## config.mk

```make
export PLATFORM = sky130hd
export DESIGN_NAME = pipe_stage_buf
export DESIGN_NICKNAME = d
export VERILOG_FILES = /design/src/rtl/pipe_stage_buf.sv
export SDC_FILE = /design/constraint.sdc
export NUM_CORES = 1
export LEC_CHECK = 0
export CAP_MARGIN = 30
export CORE_MARGIN = 8
export CORE_UTILIZATION = 56
export CTS_BUF_LIST = sky130_fd_sc_hd__clkbuf_8
export CTS_CLUSTER_SIZE = 40
export DETAILED_ROUTE_END_ITERATION = 12
export GPL_TIMING_DRIVEN = 0
export PLACE_DENSITY = 0.93
export SETUP_SLACK_MARGIN = 0.05
export SYNTH_ARGS = -nofsm -noshare
export SYNTH_HDL_FRONTEND = slang
export SYNTH_SLANG_ARGS = --single-unit
```

## constraint.sdc

```tcl
create_clock -name clk -period 2.9 [get_ports clk]
set_input_delay 0.58 -clock clk [delete_from_list [all_inputs] [get_ports clk]]
set_output_delay 0.58 -clock clk [all_outputs]
set_load 0.01 [all_outputs]
```

## src/rtl/pipe_stage_buf.sv

```systemverilog
// pipe_stage_buf: MIPS pipeline-stage register (ID/EX, EX/MEM, MEM/WB) with
// valid/ready handshaking, a 2-entry skid buffer, synchronous flush and bubble
// insertion. Control bits read as zero whenever the stage holds nothing valid.
// Optional feature macro: PIPE_PERF_CNT_EN adds saturating stall/bubble counters.
module pipe_stage_buf #(
  parameter int CTRL_W = 5,
  parameter int DATA_W = 32,
  parameter int CNT_W  = 16
) (
  input  logic              clk,
  input  logic              reset,       // asynchronous, active-low
  input  logic              flush,
  input  logic              in_valid,
  output logic              in_ready,
  input  logic [CTRL_W-1:0] in_ctrl,
  input  logic [DATA_W-1:0] in_data,
  output logic              out_valid,
  input  logic              out_ready,
  output logic [CTRL_W-1:0] out_ctrl,
  output logic [DATA_W-1:0] out_data
`ifdef PIPE_PERF_CNT_EN
  ,
  output logic [CNT_W-1:0]  stall_cnt,
  output logic [CNT_W-1:0]  bubble_cnt
`endif
);

  // EMPTY = (main,skid) invalid; FULL = main only; SKID = both entries valid.
  typedef enum logic [1:0] {
    ST_EMPTY = 2'd0,
    ST_FULL  = 2'd1,
    ST_SKID  = 2'd2
  } state_t;

  state_t              state_reg, state_next;
  logic [CTRL_W-1:0]   main_ctrl_reg, main_ctrl_next;
  logic [DATA_W-1:0]   main_data_reg, main_data_next;
  logic [CTRL_W-1:0]   skid_ctrl_reg, skid_ctrl_next;
  logic [DATA_W-1:0]   skid_data_reg, skid_data_next;

  logic main_valid;
  logic skid_valid;
  logic accept;
  logic issue;

  assign main_valid = (state_reg != ST_EMPTY);
  assign skid_valid = (state_reg == ST_SKID);

  // Ready depends only on registered state, so there is no in->out comb path.
  assign in_ready  = ~skid_valid;
  assign out_valid = main_valid;
  assign out_ctrl  = main_valid ? main_ctrl_reg : '0;
  assign out_data  = main_data_reg;

  assign accept = in_valid & in_ready;
  assign issue  = main_valid & out_ready;

  // State and entry registers; data is only cleared by reset, never by flush.
  always_ff @(posedge clk or negedge reset) begin
    if (!reset) begin
      state_reg     <= ST_EMPTY;
      main_ctrl_reg <= '0;
      main_data_reg <= '0;
      skid_ctrl_reg <= '0;
      skid_data_reg <= '0;
    end else begin
      state_reg     <= state_next;
      main_ctrl_reg <= main_ctrl_next;
      main_data_reg <= main_data_next;
      skid_ctrl_reg <= skid_ctrl_next;
      skid_data_reg <= skid_data_next;
    end
  end

  // Next-state and entry updates; flush wins over any accept in the same cycle.
  always_comb begin
    state_next     = state_reg;
    main_ctrl_next = main_ctrl_reg;
    main_data_next = main_data_reg;
    skid_ctrl_next = skid_ctrl_reg;
    skid_data_next = skid_data_reg;

    if (flush) begin
      state_next     = ST_EMPTY;
      main_ctrl_next = '0;
      skid_ctrl_next = '0;
    end else begin
      case (state_reg)
        ST_EMPTY: begin
          if (accept) begin
            state_next     = ST_FULL;
            main_ctrl_next = in_ctrl;
            main_data_next = in_data;
          end
        end
        ST_FULL: begin
          if (accept && issue) begin
            main_ctrl_next = in_ctrl;
            main_data_next = in_data;
          end else if (accept) begin
            state_next     = ST_SKID;
            skid_ctrl_next = in_ctrl;
            skid_data_next = in_data;
          end else if (issue) begin
            state_next = ST_EMPTY;
          end
        end
        ST_SKID: begin
          // Skid entry is younger than main, so it moves up only after main issues.
          if (issue) begin
            state_next     = ST_FULL;
            main_ctrl_next = skid_ctrl_reg;
            main_data_next = skid_data_reg;
          end
        end
        default: begin
          state_next = ST_EMPTY;
        end
      endcase
    end
  end

`ifdef PIPE_PERF_CNT_EN
  logic [CNT_W-1:0] stall_cnt_reg;
  logic [CNT_W-1:0] bubble_cnt_reg;

  // Saturating performance counters, sampled from pre-edge state; flush does not clear.
  always_ff @(posedge clk or negedge reset) begin
    if (!reset) begin
      stall_cnt_reg  <= '0;
      bubble_cnt_reg <= '0;
    end else begin
      if (main_valid && !out_ready && (stall_cnt_reg != {CNT_W{1'b1}}))
        stall_cnt_reg <= stall_cnt_reg + CNT_W'(1);
      if (!main_valid && (bubble_cnt_reg != {CNT_W{1'b1}}))
        bubble_cnt_reg <= bubble_cnt_reg + CNT_W'(1);
    end
  end

  assign stall_cnt  = stall_cnt_reg;
  assign bubble_cnt = bubble_cnt_reg;
`endif

endmodule

```

* After elaboration in Yosys (flattened, before gate mapping) *
Index checks and enable logic that the tools add are counted.

cells by class
  eq/ne operators = 11
  mux-type cells = 20
  bitwise gates (word level) = 5
  reduce and logical (&&, ||, !) cells = 12

operators by type and width
  cell                                                                     count
  32-bit 2-to-1 mux                                                        3
  32-bit one-hot mux with 3 select lines                                   1
  5-bit 2-to-1 mux                                                         8
  5-bit one-hot mux with 3 select lines                                    1
  2-bit 2-to-1 mux                                                         6
  4-bit AND reduction                                                      3
  3-bit inequality test, second input constant                             3
  2-bit inequality test, second input constant                             3
  2-bit one-hot mux with 3 select lines                                    1
  2-bit nonzero test                                                       3
  5-bit AND reduction                                                      1
  4-bit inequality test, second input constant                             1
  4-bit nonzero test                                                       1
  3-bit by 2-bit inequality test with 1-bit output, second input constant  1
  1-bit inverter                                                           3
  3-bit AND reduction                                                      1
  3-bit nonzero test                                                       1
  1-bit bitwise AND                                                        2
  2-bit by 1-bit == test with 1-bit output, second input constant          1
  2-bit == test, second input constant                                     1
  2-bit zero test                                                          1
  2-bit by 1-bit inequality test with 1-bit output, second input constant  1
  1-bit logical AND                                                        1

storage, ports and cells
  register bits = 76
  input bits = 42
  output and inout bits = 39
  logic and storage cells = 53

* Depth between registers and ports, before layout *
Gate-level depths: netlist of run 1.

  word-level depth = 7
  mapped depth = 6
  mapped depth without buffers = 3

* Least setup slack after synthesis of run 1 *
No wires, ideal clock.

  path kind = input port to flip-flop
  from = input port flush
  to = register main_data_reg[1], in the netlist out_data[1]
  setup time = 0.125 ns
  arrival = 1.780 ns
  required time = 2.775 ns
  setup slack = 0.995 ns
  stages = 5
  buffers on the path = 2
  cells stage by stage = buf_6 or2_2 o22ai_4 buf_4 mux2_2

on the way
  word-level cells in the longest chain between the ends = 2

RTL lines
  element                        RTL line  source
  start, declared                12        input logic flush,
  1-bit inverter (no line)       n/a
  5-bit AND reduction (no line)  n/a
  end signal, assigned           69        main_data_reg <= main_data_next;
  end, declared                  37        logic [DATA_W-1:0] main_data_reg, main_data_next;

No other way between the ends.
A chain may end at the register's enable or synchronous reset.

* Final worst setup path of run 1 *
  from = register state_reg[1]
  to = output port in_ready

on the way
  word-level cells in the longest chain between the ends = 2

RTL lines
  element                 RTL line  source
  start, declared         35        state_t state_reg, state_next;
  start signal, assigned  67        state_reg <= state_next;
  2-bit == test           47        assign skid_valid = (state_reg == ST_SKID);
  1-bit inverter          50        assign in_ready = ~skid_valid;
  end, declared           14        output logic in_ready,

No other way between the ends.

==> metrics.cfg, run 1 <==
[status]
outcome=finished, final reports clean

[floorplanning]
chipHeight_um=96.0
dieArea_um2=9210
initial_core_util_pct=57.0
fp.dieW_um=96.0
io_pins=81
rows=29
core_area_um2=6280

[worst_setup_path]
r2r_end=out_data[10]
slowest_delay_ns=0.49
path_max_fanout=10
crit_buf_inv=4
reg2regPathDepth=4
cp-start-kind=register
required_ns=2.32
end_kind=output pin
path_class=reg2out
r2r_slack_ns=0.99
worstPathArrival_ns=2.05
slowest_stage=clkdlybuf4s50_1
critical_path.top_delay_family=buffers and inverters
crit_chain=nor2b_2, buf_4, buf_2, inv_1, clkdlybuf4s50_1
rr_startpoint=state_reg[1]

[clock_network]
cts_max_path_buffers=2
h-tree-depth=3
root_buffer=clkbuf_8
clock_sinks=76
clk-insertion-delay-late_ns=0.35
cts_resized=0
cts_made_buffers=9
cts_hold_buf=0
cts_tree=done
post-cts-setup-buffer-count=0
clk_pin_slew_ns=0.08

[routing]
remaining_drc_errors=0
drt_iter0_drc=41
viasPerCell=5.42
vias=2177
dr.pass1.iters=4
routedWlPerCell_um=18.5
drt-total-wl_um=7430
ant_nets=0

[yosys]
ys_seq_elements=76
syn_area_um2=3580
yosysSeqAreaShare_pct=53.1
avgSynthCellArea_um2=15.6
synth_cell_types=26
netlist_instances=229
syn_nets=271
yosysWarningCount=0

[job]
max-cap-violations=0

[finish]
finalNonFillerCells=402
nNetsFinal=362
antenna_cells=0
syn2layout_area_growth_pct=32.3
layout-drive-gt1-share_pct=41.2

[timing]
setup_violations=0
max_slew.worst_pin.slew_ns=0.589
clock_skew_ns=0.00929
post-route-min-period_ns=2.63
relSlewSlack_pct=60.8
finalHoldViolCount=0
maxSlewViolCount=0
rsz0062_at_grt=no
period_share_pct=90.7
fmax_ghz=0.380
fin_setup_tns_ns=0

[pwr]
peakVddDrop_mv=0.451
power_leakage_nw=2.03
comb_power_share_pct=24.0
p_per_area_nw_per_um2=670
p_clk_share_pct=31.1
p_sw_share_pct=24.8
switchingPower_mw=0.786
intPower_mw=2.39
pwr-share-seq_pct=44.8

[placement]
dp_hpwl_um=5200
gp_congestion=0.744
port_buffers=79
placed_cells=386

[grt]
first_global_vias=2503
overflow=0
grt_antenna_before_repair=0
track_usage_pct=17.7
grt_pass1_wl_um=12400
grt_max_degree=58

[hold_path]
hp-class=in2async

==> metrics by stage <==
stage,setup slack (ns),utilization (%),instance area (um^2),power [mW],hold slack [ns]
2_1_floorplan,0.995,-,3580,1.83,0.284
3_3_place_gp,-1.36,71.2,4470,2.17,0.471
3_5_place_dp,0.410,71.6,4490,2.21,0.475
4_1_cts,0.224,75.5,4740,3.22,0.0976
5_1_grt,0.125,75.5,4740,3.33,0.106
6_report,0.269,75.5,4740,3.17,0.107
==> power by group through the flow <==
stage	sequential [mW]	clock [mW]	combinational (mW)
6_report	1.42	0.987	0.762
3_5_place_dp	1.44	0	0.772
4_1_cts	1.42	1.02	0.777
2_1_floorplan	1.45	0	0.374
5_1_grt	1.45	1.06	0.818
3_3_place_gp	1.42	0	0.747
==> worst max-delay path by stage <==
| stage | start | end | depth (start not counted) | slack, ns |
|---|---|---|---|---|
| after CTS | state_reg[1] | in_ready | 5 | 0.22 |
| final | state_reg[1] | in_ready | 5 | 0.27 |
| after global placement | reset | out_data[10] | 1 | -1.36 |
| after floorplan | flush | out_data[1] | 5 | 1.0 |
| after detailed placement | in_valid | out_data[8] | 5 | 0.41 |
| after global routing | state_reg[1] | in_ready | 5 | 0.12 |
==> area by class of cell <==
type | count | area [um^2]
clock inverters | 7 | 121
inverters | 3 | 11.3
well taps | 77 | 96.3
plain buffers | 13 | 141
multi-input cells | 137 | 1530
repair buffers | 80 | 816
fillers | 404 | 1540
flip-flops and latches | 76 | 1900
clock buffers | 9 | 124
==> routing by layer <==
| layer | GRT usage, % | share of wire, % | vias up |
|---|---|---|---|
| met4 | 8.58 | 1.9 | 0 |
| met1 | 21.1 | 42 | 1113 |
| met3 | 4.29 | 5.1 | 11 |
| met5 | 0 | 0 | - |
| met2 | 29.5 | 51 | 53 |
| li1 | - | - | 1000 |
==> kinds of logic after synthesis <==
logic type,Yosys count,share of synthesized area (%)
multiplexers,107,36.6
flip-flops,76,53.1
AND/OR/NAND/NOR,20,3.39
buffers and inverters,16,4.26
AO/OA/AOI/OAI,10,2.62
==> cells in the final DEF (no fill, tap or decap), types with 2 or more instances in the layout <==
master           count
mux2_4              30
clkbuf_8             9
mux2i_1              6
buf_2                2
mux2_1               2
clkdlybuf4s50_1     78
mux2_2              69
nand3b_1             2
inv_1                3
inv_6                2
dfrtp_1             76
nor2_1               7
buf_4                4
a22o_1               5
buf_6                4
nor2b_1              5
buf_12               3
bufinv_16            3
==> Yosys cell counts <==
cell	number	share of area [%]
a22o_1	5	1.2
buf_4	3	0.63
nor2b_1	5	0.87
a211oi_1	1	0.21
nand3b_1	2	0.42
mux2_1	2	0.63
and4bb_1	1	0.35
or2_2	1	0.17
nor2_1	7	0.73
nand2_1	1	0.10
mux2_4	30	13
a21oi_1	1	0.14
buf_6	4	1.3
dfrtp_1	76	53
clkbuf_1	1	0.10
o21a_1	1	0.21
buf_2	2	0.28
o22ai_4	1	0.56
or3b_2	1	0.24
nor2b_2	1	0.24
o211a_1	1	0.28
buf_12	3	1.7
and2_4	1	0.24
mux2i_1	6	1.7
inv_1	3	0.31
mux2_2	69	22
==> worst reg2reg max path: stages, from the launching register on <==
cell      delay, ns
dfrtp_1        0.45
nor2b_2        0.19
clkbuf_1       0.47
mux2_2         0.41
mux2_1         0.28
No activity file was read; power rests on OpenSTA's default activity.
==> inputs of run 2 (changes only) <==
ABC_CLOCK_PERIOD_IN_PS = 2900   (was not set)
CORE_UTILIZATION = 55   (was 56)
PLACE_DENSITY = 0.91   (was 0.93)
SLEW_MARGIN = 5   (was not set)
==> run 2 against run 1 <==
  * Sequential share of layout area rose by 0.36 points
  * Die area rose by 1.5%
  * Power fell by 6.1%
  * Sequential cell count did not move
  * Highest routed layer unchanged
==> metrics.cfg, run 2 (synthesis gave the netlist of run 1 again) <==
[routing]
dr.pass1.iters=3  ; -1
viasPerCell=5.34  ; -1.3%
remaining_drc_errors=0  ; unchanged
ant_nets=0  ; unchanged
vias=2148  ; -1.3%
drt-total-wl_um=7090  ; -4.7%
routedWlPerCell_um=17.6  ; -4.7%
drt_iter0_drc=39  ; -4.9%

[timing]
relSlewSlack_pct=58.3  ; -2.4 points
setup_violations=0  ; unchanged
fin_setup_tns_ns=0  ; unchanged
max_slew.worst_pin.slew_ns=0.625  ; +0.0367 ns
period_share_pct=90.2  ; -0.48 points
finalHoldViolCount=0  ; unchanged
setup_slack_ns=0.283  ; +0.0138 ns
rsz0062_at_grt=no
hold_ws_ns=0.148  ; +0.0404 ns
clock_skew_ns=0.0108  ; +0.00150 ns
fmax_ghz=0.382  ; +0.53%
post-route-min-period_ns=2.62  ; -0.0138 ns
maxSlewViolCount=0  ; unchanged

[worst_setup_path]
required_ns=2.32  ; about the same
reg2regPathDepth=4  ; unchanged
path_max_fanout=10  ; unchanged
r2r_end=out_data[10]
path_class=reg2out
worstPathArrival_ns=2.04  ; about the same
critical_path.endpoint=in_ready
cp-start-kind=register
rr_startpoint=state_reg[1]
critPathLaunch=state_reg[1]
end_kind=output pin
r2r_slack_ns=0.94  ; -0.05 ns

[finish]
nNetsFinal=362  ; unchanged
num-fill-cells=424  ; +5.0%
finalNonFillerCells=402  ; unchanged
stdcell_area_um2=4690  ; -0.90%
syn2layout_area_growth_pct=31.1
antenna_cells=0  ; unchanged
layout_common_cells=clkdlybuf4s50_1 (78), dfrtp_1 (76), mux2_2 (69), mux2_4 (30), clkbuf_8 (11)
final_common_cell=clkdlybuf4s50_1
final_core_util_pct=74.4  ; -1.1 points
layout-drive-gt1-share_pct=40.9  ; -0.31 points

[job]
max-cap-violations=0  ; unchanged

[pwr]
power_mw=2.98  ; -6.1%
power_leakage_nw=2.01  ; -0.87%
p_per_area_nw_per_um2=635  ; -5.2%
peakVddDrop_mv=0.465  ; +3.3%

[floorplanning]
dieArea_um2=9350  ; +1.5%
fp.dieW_um=96.7  ; +0.76%
io_pins=81  ; unchanged
initial_core_util_pct=56.7  ; -0.33 points
rows=29  ; unchanged
core_area_um2=6310  ; +0.58%
chipHeight_um=96.7  ; +0.76%

[clock_network]
cts_tree=done
cts_max_path_buffers=2  ; unchanged
post-cts-setup-buffer-count=0  ; unchanged
cts_hold_buf=0  ; unchanged
cts_resized=0  ; unchanged
cts_made_buffers=9  ; unchanged
h-tree-depth=3  ; unchanged
clk_pin_slew_ns=0.07  ; about the same
clock_sinks=76  ; unchanged
root_buffer=clkbuf_8
clk-insertion-delay-late_ns=0.33  ; -0.02 ns

[grt]
track_usage_pct=15.8  ; -1.9 points
grt_antenna_before_repair=0  ; unchanged
overflow=0  ; unchanged
grt_max_degree=53  ; -8.6%
first_global_vias=2493  ; -0.40%
grt_pass1_wl_um=12300  ; -1.2%

[placement]
dp_hpwl_um=5110  ; -1.7%
gp_congestion=0.744  ; unchanged
port_buffers=79  ; unchanged
placed_area_um2=4490  ; unchanged
placed_cells=386  ; unchanged
preCtsSetupSlack_ns=0.414  ; +0.00415 ns

[status]
outcome=finished, final reports clean

[hold_path]
hp-class=in2async

run 2: cell count changes in the layout (fill, tap and decap cells not counted):
| cell | change |
|---|---|
| inv_6 | -2 |
| clkinv_4 | -1 |
| clkbuf_8 | +2 |
| clkinv_2 | +1 |
| clkinvlp_4 | +1 |
| inv_1 | +1 |
| bufinv_16 | -2 |
run 2: where the power goes:
part	switching (mW)	internal (mW)	total [mW]
registers	0.126	1.29	1.42
clock network	0.364	0.439	0.803
logic	0.241	0.515	0.757
run 2: layout make-up:
type                            count  area [um^2]  area share (%)
Multi-Input combinational cell    137         1530            32.5
Timing Repair Buffer               80          816            17.4
Tap cell                           77         96.3            2.05
Inverter                            3         11.3           0.240
Buffer                             13          141            3.01
Clock buffer                       11          151            3.22
Clock inverter                      5         51.3            1.09
Sequential cell                    76         1900            40.5
run 2: how the worst min path moves through the flow:
stage / start / to / slack (ns)
floorplan: reset / main_ctrl_reg[0] / 0.28
global placement: out_data[0] / out_data[0] / 0.47
detailed placement: out_data[0] / out_data[0] / 0.48
CTS: reset / skid_data_reg[9] / 0.14
global route: reset / skid_data_reg[28] / 0.17
finish: reset / out_data[28] / 0.15
run 2: metal layers:
| layer | global-route usage, % | wire (um) | vias up |
|---|---|---|---|
| met4 | 6.04 | 87 | 0 |
| met5 | 0 | 0 | - |
| li1 | - | - | 997 |
| met1 | 18.7 | 3050 | 1093 |
| met3 | 5.05 | 432 | 8 |
| met2 | 26.0 | 3520 | 50 |
run 2: worst max-delay path: stages (launching register included):
cell and delay [ns]:
dfrtp_1 0.45, nor2b_2 0.20, buf_4 0.21, buf_2 0.27, inv_1 0.09, clkdlybuf4s50_1 0.49
==> inputs of run 3 (changes only) <==
REMOVE_ABC_BUFFERS = 1   (was not set)
==> run 3 against run 2 <==
  * Combinational power about the same
  * Largest cell class unchanged
  * Fmax grew 1.9%
  * Critical endpoint unchanged
  * Critical path type unchanged
  * Via count down 0.65%
  * Clock power rose by 0.9%
  * First-iteration DRC count fell by 7.7%
  * Power increased by 0.28%
  * Clock skew decreased by 0.0043 ns
  * Cell area is 1.5% lower
  * Global-route usage up 0.22 points
  * Highest routed layer unchanged
  * Final cell count down 2.5%
==> metrics.cfg, run 3 (synthesis gave the netlist of run 1 again) <==
[status]
outcome=finished, final reports clean

[clock_network]
cts_hold_buf=0  ; unchanged
cts_resized=0  ; unchanged
clock_sinks=76  ; unchanged
cts_tree=done
clk-insertion-delay-late_ns=0.33  ; about the same
clk_pin_slew_ns=0.08  ; about the same
root_buffer=clkbuf_8
post-cts-setup-buffer-count=0  ; unchanged
cts_made_buffers=9  ; unchanged
h-tree-depth=3  ; unchanged
cts_max_path_buffers=2  ; unchanged

[timing]
period_share_pct=88.6  ; -1.7 points
relSlewSlack_pct=47.6  ; -11 points
setup_slack_ns=0.331  ; +0.0481 ns
fmax_ghz=0.389  ; +1.9%
clock_skew_ns=0.00650  ; -0.00429 ns
setup_violations=0  ; unchanged
rsz0062_at_grt=no
post-route-min-period_ns=2.57  ; -0.0481 ns
hold_ws_ns=0.144  ; -0.00339 ns
finalHoldViolCount=0  ; unchanged
max_slew.worst_pin.slew_ns=0.786  ; +0.161 ns
maxSlewViolCount=0  ; unchanged

[finish]
antenna_cells=0  ; unchanged
syn2layout_area_growth_pct=29.2
register_area_um2=1900  ; unchanged
stdcell_area_um2=4620  ; -1.5%
num-fill-cells=432  ; +1.9%
final_common_cell=clkdlybuf4s50_1
multi_input_area_um2=1530  ; +0.33%
nNetsFinal=352  ; -2.8%
layout_common_cells=clkdlybuf4s50_1 (79), dfrtp_1 (76), mux2_2 (69), mux2_4 (30), clkbuf_8 (11)
layout-drive-gt1-share_pct=39.0  ; -1.9 points

[routing]
remaining_drc_errors=0  ; unchanged
routedWlPerCell_um=18.3  ; +4.0%
ant_nets=0  ; unchanged
vias=2134  ; -0.65%
drt-total-wl_um=7190  ; +1.4%
dr.pass1.iters=4  ; +1
viasPerCell=5.44  ; +1.9%
drt_iter0_drc=36  ; -7.7%

[worst_setup_path]
end_kind=output pin
cp-start-kind=register
path_class=reg2out
required_ns=2.32  ; about the same
path_max_fanout=17  ; +7
worstPathArrival_ns=1.99  ; -0.05 ns

[floorplanning]
chipHeight_um=96.7  ; unchanged
rows=29  ; unchanged
dieArea_um2=9350  ; unchanged
core_area_um2=6310  ; unchanged
initial_core_util_pct=56.7  ; unchanged
fp.dieW_um=96.7  ; unchanged
io_pins=81  ; unchanged

[grt]
track_usage_pct=16.0  ; +0.22 points
overflow=0  ; unchanged
grt_antenna_before_repair=0  ; unchanged
grt_max_degree=52  ; -1.9%
grt_pass1_wl_um=12300  ; +0.46%
first_global_vias=2400  ; -3.7%

[pwr]
intPower_mw=2.24  ; -0.12%
peakVddDrop_mv=0.427  ; -8.3%
p_clk_share_pct=27.1  ; about the same
switchingPower_mw=0.743  ; +1.5%
p_per_area_nw_per_um2=646  ; +1.8%
comb_power_share_pct=25.4  ; about the same
pwr-share-seq_pct=47.4  ; -0.2 points
p_sw_share_pct=24.9  ; +0.30 points
power_leakage_nw=1.96  ; -2.4%

[placement]
dp_hpwl_um=5090  ; -0.30%
port_buffers=80  ; +1.3%
preCtsSetupSlack_ns=-0.0162  ; -0.430 ns
gp_congestion=0.736  ; -1.1%
placed_area_um2=4420  ; -1.6%

[hold_path]
hp-class=in2async

[job]
max-cap-violations=0  ; unchanged

run 3: layer usage:
| metal | up-vias | share of wire [%] | GRT usage, % |
|---|---|---|---|
| met5 | - | 0 | 0 |
| met4 | 0 | 0.97 | 4.97 |
| met3 | 9 | 7.0 | 6.76 |
| met2 | 60 | 50 | 26.3 |
| met1 | 1086 | 42 | 18.4 |
| li1 | 979 | - | - |
run 3: worst max-delay path: stages, from the launching register on:
cell and delay (ns):
dfrtp_1 0.45, nor2b_4 0.57, inv_1 0.12, clkdlybuf4s50_1 0.50
run 3: power by group through the flow:
stage | clock network [mW] | registers [mW] | logic, mW
finish | 0.810 | 1.42 | 0.760
global route | 0.886 | 1.45 | 0.816
CTS | 0.844 | 1.42 | 0.775
detailed placement | 0 | 1.43 | 0.772
global placement | 0 | 1.42 | 0.736
floorplan | 0 | 1.45 | 0.359
run 3: worst paths after layout:
kind	slack, ns	cells past startpoint	end	from
max	0.33	3	in_ready	state_reg[1]
min	0.14	1	out_data[15]	reset
max reg2reg	0.74	3	skid_data_reg[31]	state_reg[0]
min reg2reg	0.49	1	out_data[0]	out_data[0]
max in group asynchronous	2.18	2	skid_data_reg[17]	reset
min in group clk	0.49	1	out_data[0]	out_data[0]
run 3: stage by stage:
step / util, % / total power [mW] / cells / TNS (ns)
2_1_floorplan: - / 1.81 / 216 / 0
3_3_place_gp: 68.7 / 2.15 / 373 / -110.42
3_5_place_dp: 70.0 / 2.21 / 376 / -0.0658
4_1_cts: 73.2 / 3.04 / 392 / 0
5_1_grt: 73.2 / 3.15 / 392 / 0
6_report: 73.2 / 2.99 / 392 / 0
run 3: cell type report:
cell class              count  area share, %
clock buffers              11           3.27
clock inverters             5           1.11
inverters                   3          0.244
multi-input cells         137           33.1
flip-flops and latches     76           41.1
well taps                  77           2.08
repair buffers             83           19.1
